`config.mk`:
```
export PLATFORM = sky130hd
export DESIGN_NAME = batrider_gp9001_bus
export DESIGN_NICKNAME = d
export VERILOG_FILES = /design/src/rtl/batrider_gp9001_bus.sv
export SDC_FILE = /design/constraint.sdc
export NUM_CORES = 1
export LEC_CHECK = 0
export CORE_MARGIN = 5
export CORE_UTILIZATION = 50
export DETAILED_ROUTE_END_ITERATION = 10
export DONT_BUFFER_PORTS = 1
export SLEW_MARGIN = 20
export SYNTH_ARGS = -nofsm -noshare
export SYNTH_HDL_FRONTEND = slang
export SYNTH_SLANG_ARGS = --single-unit
```
`constraint.sdc`:
```
create_clock -name CLK -period 1.7 [get_ports CLK]
set_input_delay 0.34 -clock CLK [delete_from_list [all_inputs] [get_ports CLK]]
set_output_delay 0.34 -clock CLK [all_outputs]
set_load 0.01 [all_outputs]
```
`src/rtl/batrider_gp9001_bus.sv`:
```
//============================================================================
// Module  : batrider_gp9001_bus
// Brief   : 68000 bus bridge that turns GP9001/object-bank window accesses into
//           one-hot GCU op strobes and returns DTACK. Optional GCU-ACK
//           watchdog is enabled with the GP9001_TIMEOUT_EN macro.
// Rev     : 1.0
//============================================================================
`default_nettype none

module batrider_gp9001_bus #(
  parameter int TIMEOUT = 255
) (
  input  logic        CLK,
  input  logic        RESET,
  input  logic        CPU_GP_CS,
  input  logic        CPU_OBJ_CS,
  input  logic        CPU_RNW,
  input  logic [2:0]  CPU_ADDR,
  input  logic [15:0] CPU_DIN,
  output logic [15:0] CPU_DOUT,
  output logic        CPU_DTACK,
  output logic        GP9001CS,
  input  logic        GP9001ACK,
  output logic [15:0] GP9001DIN,
  input  logic [15:0] GP9001DOUT,
  output logic        GP9001_OP_SELECT_REG,
  output logic        GP9001_OP_WRITE_REG,
  output logic        GP9001_OP_WRITE_RAM,
  output logic        GP9001_OP_READ_RAM_H,
  output logic        GP9001_OP_READ_RAM_L,
  output logic        GP9001_OP_SET_RAM_PTR,
  output logic        GP9001_OP_OBJECTBANK_WR,
  output logic [2:0]  GP9001_OBJECTBANK_SLOT,
  output logic        BUS_ERR
);

  localparam logic [1:0] S_IDLE  = 2'd0;
  localparam logic [1:0] S_ISSUE = 2'd1;
  localparam logic [1:0] S_WAIT  = 2'd2;
  localparam logic [1:0] S_DONE  = 2'd3;

  // Op vector bit order: {OBJ_WR, SET_PTR, RD_L, RD_H, WR_RAM, WR_REG, SEL_REG}
  logic [1:0]  r_state, w_next;
  logic [6:0]  w_dec, r_op, w_op_out;
  logic [15:0] r_din, r_dout;
  logic [2:0]  r_slot;
  logic        r_rnw, r_armed, r_buserr;
  logic        w_any_cs, w_obj_sel, w_start, w_timeout, w_gpcs, w_dtack;

  assign w_any_cs  = CPU_GP_CS | CPU_OBJ_CS;
  assign w_obj_sel = CPU_OBJ_CS & ~CPU_GP_CS;
  // r_armed blocks a CS that was already high through reset or DONE from re-triggering
  assign w_start   = (r_state == S_IDLE) && w_any_cs && r_armed;

  always_comb begin
    w_dec = 7'd0;
    if (CPU_GP_CS) begin
      if (!CPU_RNW) begin
        case (CPU_ADDR)
          3'd0:       w_dec = 7'b0100000;
          3'd2, 3'd3: w_dec = 7'b0000100;
          3'd4:       w_dec = 7'b0000001;
          3'd6:       w_dec = 7'b0000010;
          default:    w_dec = 7'd0;
        endcase
      end else begin
        case (CPU_ADDR)
          3'd2:    w_dec = 7'b0001000;
          3'd3:    w_dec = 7'b0010000;
          default: w_dec = 7'd0;
        endcase
      end
    end else if (CPU_OBJ_CS && !CPU_RNW) begin
      w_dec = 7'b1000000;
    end
  end

`ifdef GP9001_TIMEOUT_EN
  localparam logic [7:0] c_TO_LAST = 8'(TIMEOUT - 1);
  logic [7:0] r_cnt;

  always_ff @(posedge CLK) begin
    if (RESET || r_state != S_WAIT) r_cnt <= 8'd0;
    else                            r_cnt <= r_cnt + 8'd1;
  end

  assign w_timeout = (r_state == S_WAIT) && (r_cnt == c_TO_LAST);
`else
  assign w_timeout = 1'b0;
`endif

  always_ff @(posedge CLK) begin
    if (RESET) r_state <= S_IDLE;
    else       r_state <= w_next;
  end

  always_comb begin
    w_next = r_state;
    case (r_state)
      S_IDLE:  if (w_start) w_next = (|w_dec) ? S_ISSUE : S_DONE;
      S_ISSUE: w_next = S_WAIT;
      S_WAIT:  if (GP9001ACK || w_timeout) w_next = S_DONE;
      S_DONE:  if (!w_any_cs) w_next = S_IDLE;
      default: w_next = S_IDLE;
    endcase
  end

  always_comb begin
    w_gpcs   = (r_state == S_WAIT);
    w_dtack  = (r_state == S_DONE);
    w_op_out = w_gpcs ? r_op : 7'd0;
  end

  always_ff @(posedge CLK) begin
    if (RESET) begin
      r_op     <= 7'd0;
      r_din    <= 16'd0;
      r_slot   <= 3'd0;
      r_rnw    <= 1'b0;
      r_dout   <= 16'd0;
      r_armed  <= 1'b0;
      r_buserr <= 1'b0;
    end else begin
      if (!w_any_cs)   r_armed <= 1'b1;
      else if (w_start) r_armed <= 1'b0;
      if (w_start) begin
        r_op   <= w_dec;
        r_rnw  <= CPU_RNW;
        r_din  <= CPU_DIN;
        r_slot <= w_obj_sel ? CPU_ADDR : 3'd0;
        if (!(|w_dec) && CPU_RNW) r_dout <= 16'hFFFF;
      end
      if (r_state == S_WAIT) begin
        if (GP9001ACK) begin
          if (r_rnw) r_dout <= GP9001DOUT;
        end else if (w_timeout) begin
          if (r_rnw) r_dout <= 16'hFFFF;
          r_buserr <= 1'b1;
        end
      end
    end
  end

  assign CPU_DOUT                = r_dout;
  assign CPU_DTACK               = w_dtack;
  assign GP9001CS                = w_gpcs;
  assign GP9001DIN               = r_din;
  assign GP9001_OBJECTBANK_SLOT  = r_slot;
  assign BUS_ERR                 = r_buserr;
  assign GP9001_OP_SELECT_REG    = w_op_out[0];
  assign GP9001_OP_WRITE_REG     = w_op_out[1];
  assign GP9001_OP_WRITE_RAM     = w_op_out[2];
  assign GP9001_OP_READ_RAM_H    = w_op_out[3];
  assign GP9001_OP_READ_RAM_L    = w_op_out[4];
  assign GP9001_OP_SET_RAM_PTR   = w_op_out[5];
  assign GP9001_OP_OBJECTBANK_WR = w_op_out[6];

endmodule

`default_nettype wire
```
==> results.ini, run 1 <==
[setup_path]
crit_required_ns=1.36
r2r_slack_ns=0.14
reg2reg_to=CPU_DOUT[2]
r2r-start=r_state[1]
slowest_stage=dfxtp_2
worst-setup-path-type=flip-flop to primary output
rr_worst_depth=7
end_kind=primary output
cp_max_fo=8
startpoint_type=flip-flop
cp.arrival_ns=1.28
slowest_delay_ns=0.34
cp_cell_sequence=inv_1, ha_2, buf_4, and2_1

[cts]
cts_sinks=46
clock_latency_ns=0.29
cts_made_buffers=5
clkTransAtPathRegs_ns=0.08
root_buffer=clkbuf_8
cts_tree=done
ctsLongestPathBuffers=2
h-tree-depth=2

[floorplanning]
die_w_um=72.9
start_util_pct=52.9
die_area_sq_um=5320
io_pins=86
rows=22
core_sq_um=3740
dieHeight_um=72.9

[timing]
finalSetupViolCount=0
hold_viol=0
maxSlewViolCount=0
fin_crit_sh_pct=95.1
fmax_ghz=0.618
fin_skew_ns=0.00782
rsz0062_at_grt=no
fin_crit_ns=1.62

[min_path]
hp-start=RESET
hold_end=CPU_DOUT[15]
hp-class=input pin to flip-flop
hold_depth=1

[global_routing]
grt_pass1_vias=1542
grt_pass1_wl_um=7280
grtUsageTotal_pct=17.2
grt_max_degree=48
grt_overflow_total=0
antenna_found_initial=0

[job]
cap_violations=0

[routing]
wl_per_cell_um=16.3
firstDrtPassIters=4
drtIter0Drc=86
viasPerCell=5.52
vias=1540
detail-route-antenna-nets=0
drt-total-wl_um=4560
drc=0

[yosys]
ys_ff_latch=46
synth_top_area_share_pct=46.5
ys_warn_count=0
synth_nets=276
avgSynthCellArea_sq_um=8.57
synthDistinctLibCells=35
synthTopCellsByArea=dfxtp_1 (47%), nor3_2 (10%), nand2_1 (7.6%)
netlist_area_sq_um=1980
yosys.area.top_type=dfxtp_1
syn_inst=231
yosysSeqAreaShare_pct=46.5

[finish]
diodes=0
drive_above_1_share_pct=18.6
final_cells=279
finalNetCount=275
synthToLayoutAreaGrowth_pct=8.28

[placed_design]
numPortBuffers=0
placedCellCount=270
gp_congestion=0.759
hpwl_um=3430

[power_and_ir_drop]
power.switching_mw=0.662
static-leakage-power_nw=0.743
p_seq_share_pct=51.0
power_mw=2.44
powerDensity_nw_per_um2=1140
ir_worst_vdd_v=0.000513
share_comb_of_total_power_pct=16.5
p_int_mw=1.78
sw_frac_of_total_pct=27.1
pwr-share-clk_pct=32.5

[run_status]
outcome=finished, final reports clean

routing by layer:
layer | vias up | share of wire, % | GRT usage [%]
li1 | 770 | - | -
met1 | 709 | 37 | 19.2
met2 | 59 | 52 | 30.0
met3 | 2 | 10 | 8.13
met4 | 0 | 0.42 | 3.69
met5 | - | 0 | 0
synthesized netlist by cell type:
| cell | count |
|---|---|
| nor3b_1 | 2 |
| o31ai_1 | 1 |
| or2_1 | 1 |
| nand4_1 | 1 |
| inv_1 | 3 |
| nand4b_1 | 1 |
| nand2b_1 | 1 |
| a211oi_1 | 2 |
| nand2_1 | 40 |
| nor3_1 | 13 |
| or3b_1 | 1 |
| nor3b_4 | 1 |
| a21oi_1 | 25 |
| buf_8 | 1 |
| conb_1 | 1 |
| nor2_1 | 27 |
| o211ai_2 | 1 |
| o21ai_0 | 1 |
| nor3_2 | 20 |
| dfxtp_1 | 46 |
| nor4_1 | 1 |
| clkbuf_1 | 10 |
| buf_2 | 2 |
| and3b_1 | 1 |
| buf_6 | 2 |
| and3_1 | 1 |
| a32oi_1 | 2 |
| a222oi_1 | 1 |
| a22oi_1 | 2 |
| nor2b_1 | 2 |
| buf_4 | 1 |
| nand3_1 | 5 |
| and2_1 | 7 |
| ha_1 | 4 |
| buf_1 | 1 |
area by class of cell:
| type | instances | area [sq um] |
|---|---|---|
| fillers | 368 | 1600 |
| multi-input cells | 165 | 960 |
| flip-flops and latches | 46 | 922 |
| repair buffers | 9 | 80.1 |
| clock buffers | 6 | 72.6 |
| well taps | 48 | 60.1 |
| clock inverters | 2 | 37.5 |
| inverters | 3 | 11.3 |
kinds of logic after synthesis:
kind of cell / share of synthesized area [%]
and+or+nand+nor: 34.8
DFF: 46.5
AOI/OAI and AO/OA: 10.5
buffers and inverters: 5.44
adders and majority gates: 2.53
other: 0.189
metrics by stage:
step / setup WS (ns) / cell area (sq um) / hold WS, ns / utilization [%] / TNS [ns]
after global placement: 0.142 / 2020 / 0.416 / 53.8 / 0
after floorplan: 0.108 / 1980 / 0.432 / - / 0
after detailed placement: -0.00449 / 2020 / 0.418 / 53.8 / -0.00449
after CTS: 0.0314 / 2130 / 0.0986 / 56.9 / 0
final: 0.0832 / 2140 / 0.107 / 57.3 / 0
after global routing: 0.000793 / 2140 / 0.0875 / 57.3 / 0
state kept, by name, indices dropped and copies added (netlist names):
signal,flops
GP9001_OBJECTBANK_SLOT,3
CPU_DOUT,16
GP9001DIN,16
r_op,7
r_rnw,1
r_state,2
r_armed,1
critical path, delay by kind of cell (launching register included):
family,cells,cell delay (ns)
flip-flops,1,0.34
buffers and inverters,2,0.25
adder cells (fa/ha/maj),1,0.22
AND/OR/NAND/NOR,1,0.18
placed cells by master (no fill, tap or decap), types with 3 or more instances in the layout:
cell	n
dfxtp_1	45
nor2_1	27
nor3_2	20
buf_4	8
nand3_1	5
inv_1	3
clkbuf_8	5
nand2_1	40
and2_1	6
nor3_1	13
a21oi_1	25
worst max-delay path by stage:
stage / end / start / cells after the start / slack (ns)
after global routing: CPU_DOUT[5] / r_state[1] / 7 / 0.0008
after floorplan: r_state[0] / r_state[0] / 6 / 0.11
after CTS: GP9001_OP_SELECT_REG / r_state[0] / 4 / 0.03
final: GP9001_OP_SELECT_REG / r_state[0] / 4 / 0.08
after global placement: CPU_DOUT[4] / r_state[0] / 5 / 0.14
after detailed placement: CPU_DOUT[0] / r_state[0] / 5 / -0.004
repair_timing:
| action | 4_1_cts | 5_1_grt |
|---|---|---|
| gates cloned | 0 | 0 |
| setup buffers | 0 | 1 |
| hold buffers | 0 | 0 |
| resized for setup | 2 | 3 |
| setup endpoints to repair | 12 | 12 |
power groups by stage:
stage                     clock (mW)  combinational (mW)  sequential, mW
after global routing           0.861               0.450            1.25
after global placement             0               0.363            1.26
final                          0.792               0.403            1.24
after detailed placement           0               0.386            1.27
after CTS                      0.811               0.389            1.24
after floorplan                    0               0.322            1.25
No activity file was read; power rests on OpenSTA's default activity.
==> run 2, diff against run 1 <==
Settings changed: CTS_CLUSTER_DIAMETER set to 30.
==> results of run 2 <==
Same layout as run 1: the final DEF is identical, and so are final timing and power.
==> run 3, diff against run 2 <==
Settings changed: MAX_ROUTING_LAYER set to met4.
==> results.ini, run 3 (synthesis results as in run 1) <==
[run_status]
outcome=finished, final reports clean  ; unchanged

[floorplanning]
io_pins=86  ; unchanged
die_area_sq_um=5320  ; unchanged
rows=22  ; unchanged
dieHeight_um=72.9  ; unchanged
start_util_pct=52.9  ; unchanged
die_w_um=72.9  ; unchanged
core_sq_um=3740  ; unchanged

[power_and_ir_drop]
power_mw=2.43  ; was 2.44 mW
ir_worst_vdd_v=0.000512  ; was 0.000513 V
pwr-share-clk_pct=32.4  ; was 32.5%
sw_frac_of_total_pct=27.0  ; was 27.1%
powerDensity_nw_per_um2=1130  ; was 1140 nW/um^2
p_int_mw=1.78  ; about the same
p_seq_share_pct=51.1  ; was 51.0%
share_comb_of_total_power_pct=16.6  ; was 16.5%
power.switching_mw=0.656  ; was 0.662 mW
static-leakage-power_nw=0.743  ; unchanged

[global_routing]
grt_overflow_total=0  ; unchanged
grtUsageTotal_pct=17.7  ; was 17.2%
grt_max_degree=48  ; unchanged
antenna_found_initial=0  ; unchanged
grt_pass1_wl_um=7260  ; was 7280 um
grt_pass1_vias=1549  ; was 1,542

[finish]
ff_latch_area_sq_um=922  ; unchanged
multiInputGateArea_sq_um=960  ; unchanged
layout_commonest_cell=dfxtp_1  ; unchanged
synthToLayoutAreaGrowth_pct=8.28  ; unchanged
diodes=0  ; unchanged
finalNetCount=275  ; unchanged
fillers=368  ; unchanged
final_cells=279  ; unchanged
drive_above_1_share_pct=18.6  ; unchanged
fin_util_pct=57.3  ; unchanged
final_area_sq_um=2140  ; unchanged
most-common-layout-cells=dfxtp_1 (45), nand2_1 (40), nor2_1 (27)  ; unchanged

[setup_path]
end_kind=primary output  ; unchanged
worst-setup-path-type=flip-flop to primary output  ; unchanged
r2r_slack_ns=0.15  ; was 0.14 ns
r2r-start=r_state[1]  ; unchanged
cp.arrival_ns=1.27  ; was 1.28 ns
reg2reg_to=CPU_DOUT[2]  ; unchanged
cp_max_fo=8  ; unchanged
crit_required_ns=1.36  ; about the same
rr_worst_depth=7  ; unchanged
worstSetupEndpoint=GP9001_OP_SELECT_REG  ; unchanged
startpoint_type=flip-flop  ; unchanged
worstSetupStartpoint=r_state[0]  ; unchanged

[cts]
cts_tree=done  ; unchanged
cts_made_buffers=5  ; unchanged
h-tree-depth=2  ; unchanged
cts_sinks=46  ; unchanged
clock_latency_ns=0.29  ; about the same
clkTransAtPathRegs_ns=0.08  ; about the same
root_buffer=clkbuf_8  ; unchanged
ctsLongestPathBuffers=2  ; unchanged

[placed_design]
placedCellCount=270  ; unchanged
dp_slack_ns=-0.00449  ; unchanged
place_area_sq_um=2020  ; unchanged
numPortBuffers=0  ; unchanged
hpwl_um=3430  ; unchanged
gp_congestion=0.769  ; was 0.759

[timing]
fin_crit_sh_pct=94.8  ; was 95.1%
fin_skew_ns=0.00781  ; was 0.00782 ns
hold_viol=0  ; unchanged
fin_ws_ns=0.0877  ; was 0.0832 ns
fin_tns_setup_ns=0  ; unchanged
rsz0062_at_grt=no  ; unchanged
finalSetupViolCount=0  ; unchanged
fin_hold_ws_ns=0.113  ; was 0.107 ns
maxSlewViolCount=0  ; unchanged
fmax_ghz=0.620  ; was 0.618 GHz
fin_crit_ns=1.61  ; was 1.62 ns

[routing]
firstDrtPassIters=4  ; unchanged
viasPerCell=5.48  ; was 5.52
vias=1528  ; was 1,540
detail-route-antenna-nets=0  ; unchanged
drc=0  ; unchanged
wl_per_cell_um=16.3  ; about the same
drtIter0Drc=69  ; was 86
drt-total-wl_um=4540  ; was 4560 um

[job]
cap_violations=0  ; unchanged

[min_path]
hp-class=input pin to flip-flop  ; unchanged

[run 3: cell counts in the layout (fill, tap and decap cells not counted)]
No cell type changed its count.
[run 3: worst max-delay path, cell delays in order (launching register included)]
cell     delay (ns)
dfxtp_2        0.34
inv_1          0.10
ha_2           0.21
buf_4          0.15
and2_1         0.18
[run 3: timing repair]
action	4_1_cts	5_1_grt
endpoints found under the hold margin	0	0
endpoints found under the setup margin	12	12
hold buffers	0	0
setup buffers	0	1
gates resized for setup	2	3
[run 3: routing by layer]
layer | vias up | global-route usage [%] | part of all wire, %
met3 | 2 | 7.71 | 9.9
li1 | 772 | - | -
met4 | 0 | 3.69 | 0.42
met2 | 55 | 29.9 | 52
met1 | 699 | 19.3 | 37
met5 | - | - | 0
[run 3: cell type report]
type                       count  area share, %
tap                           48           2.80
sequential                    46           43.0
timing repair buffer           9           3.74
inverter                       3          0.525
clock inverter                 2           1.75
multi-input combinational    165           44.8
clock buffer                   6           3.39
[run 3: how the worst min path moves through the flow]
stage                     startpoint  cells past startpoint  slack, ns           end
after floorplan              r_op[4]                      2       0.43       r_op[4]
after global placement         RESET                      1       0.42         r_rnw
after detailed placement       RESET                      1       0.42  CPU_DOUT[13]
after CTS                      RESET                      1        0.1  CPU_DOUT[13]
after global routing           RESET                      1       0.09   CPU_DOUT[7]
final                          RESET                      1       0.11   CPU_DOUT[7]
[run 3: power by group through the flow]
stage	logic [mW]	registers, mW	clock network (mW)
floorplan	0.322	1.25	0
global placement	0.363	1.26	0
detailed placement	0.386	1.27	0
CTS	0.389	1.24	0.811
global route	0.450	1.25	0.861
finish	0.403	1.24	0.787
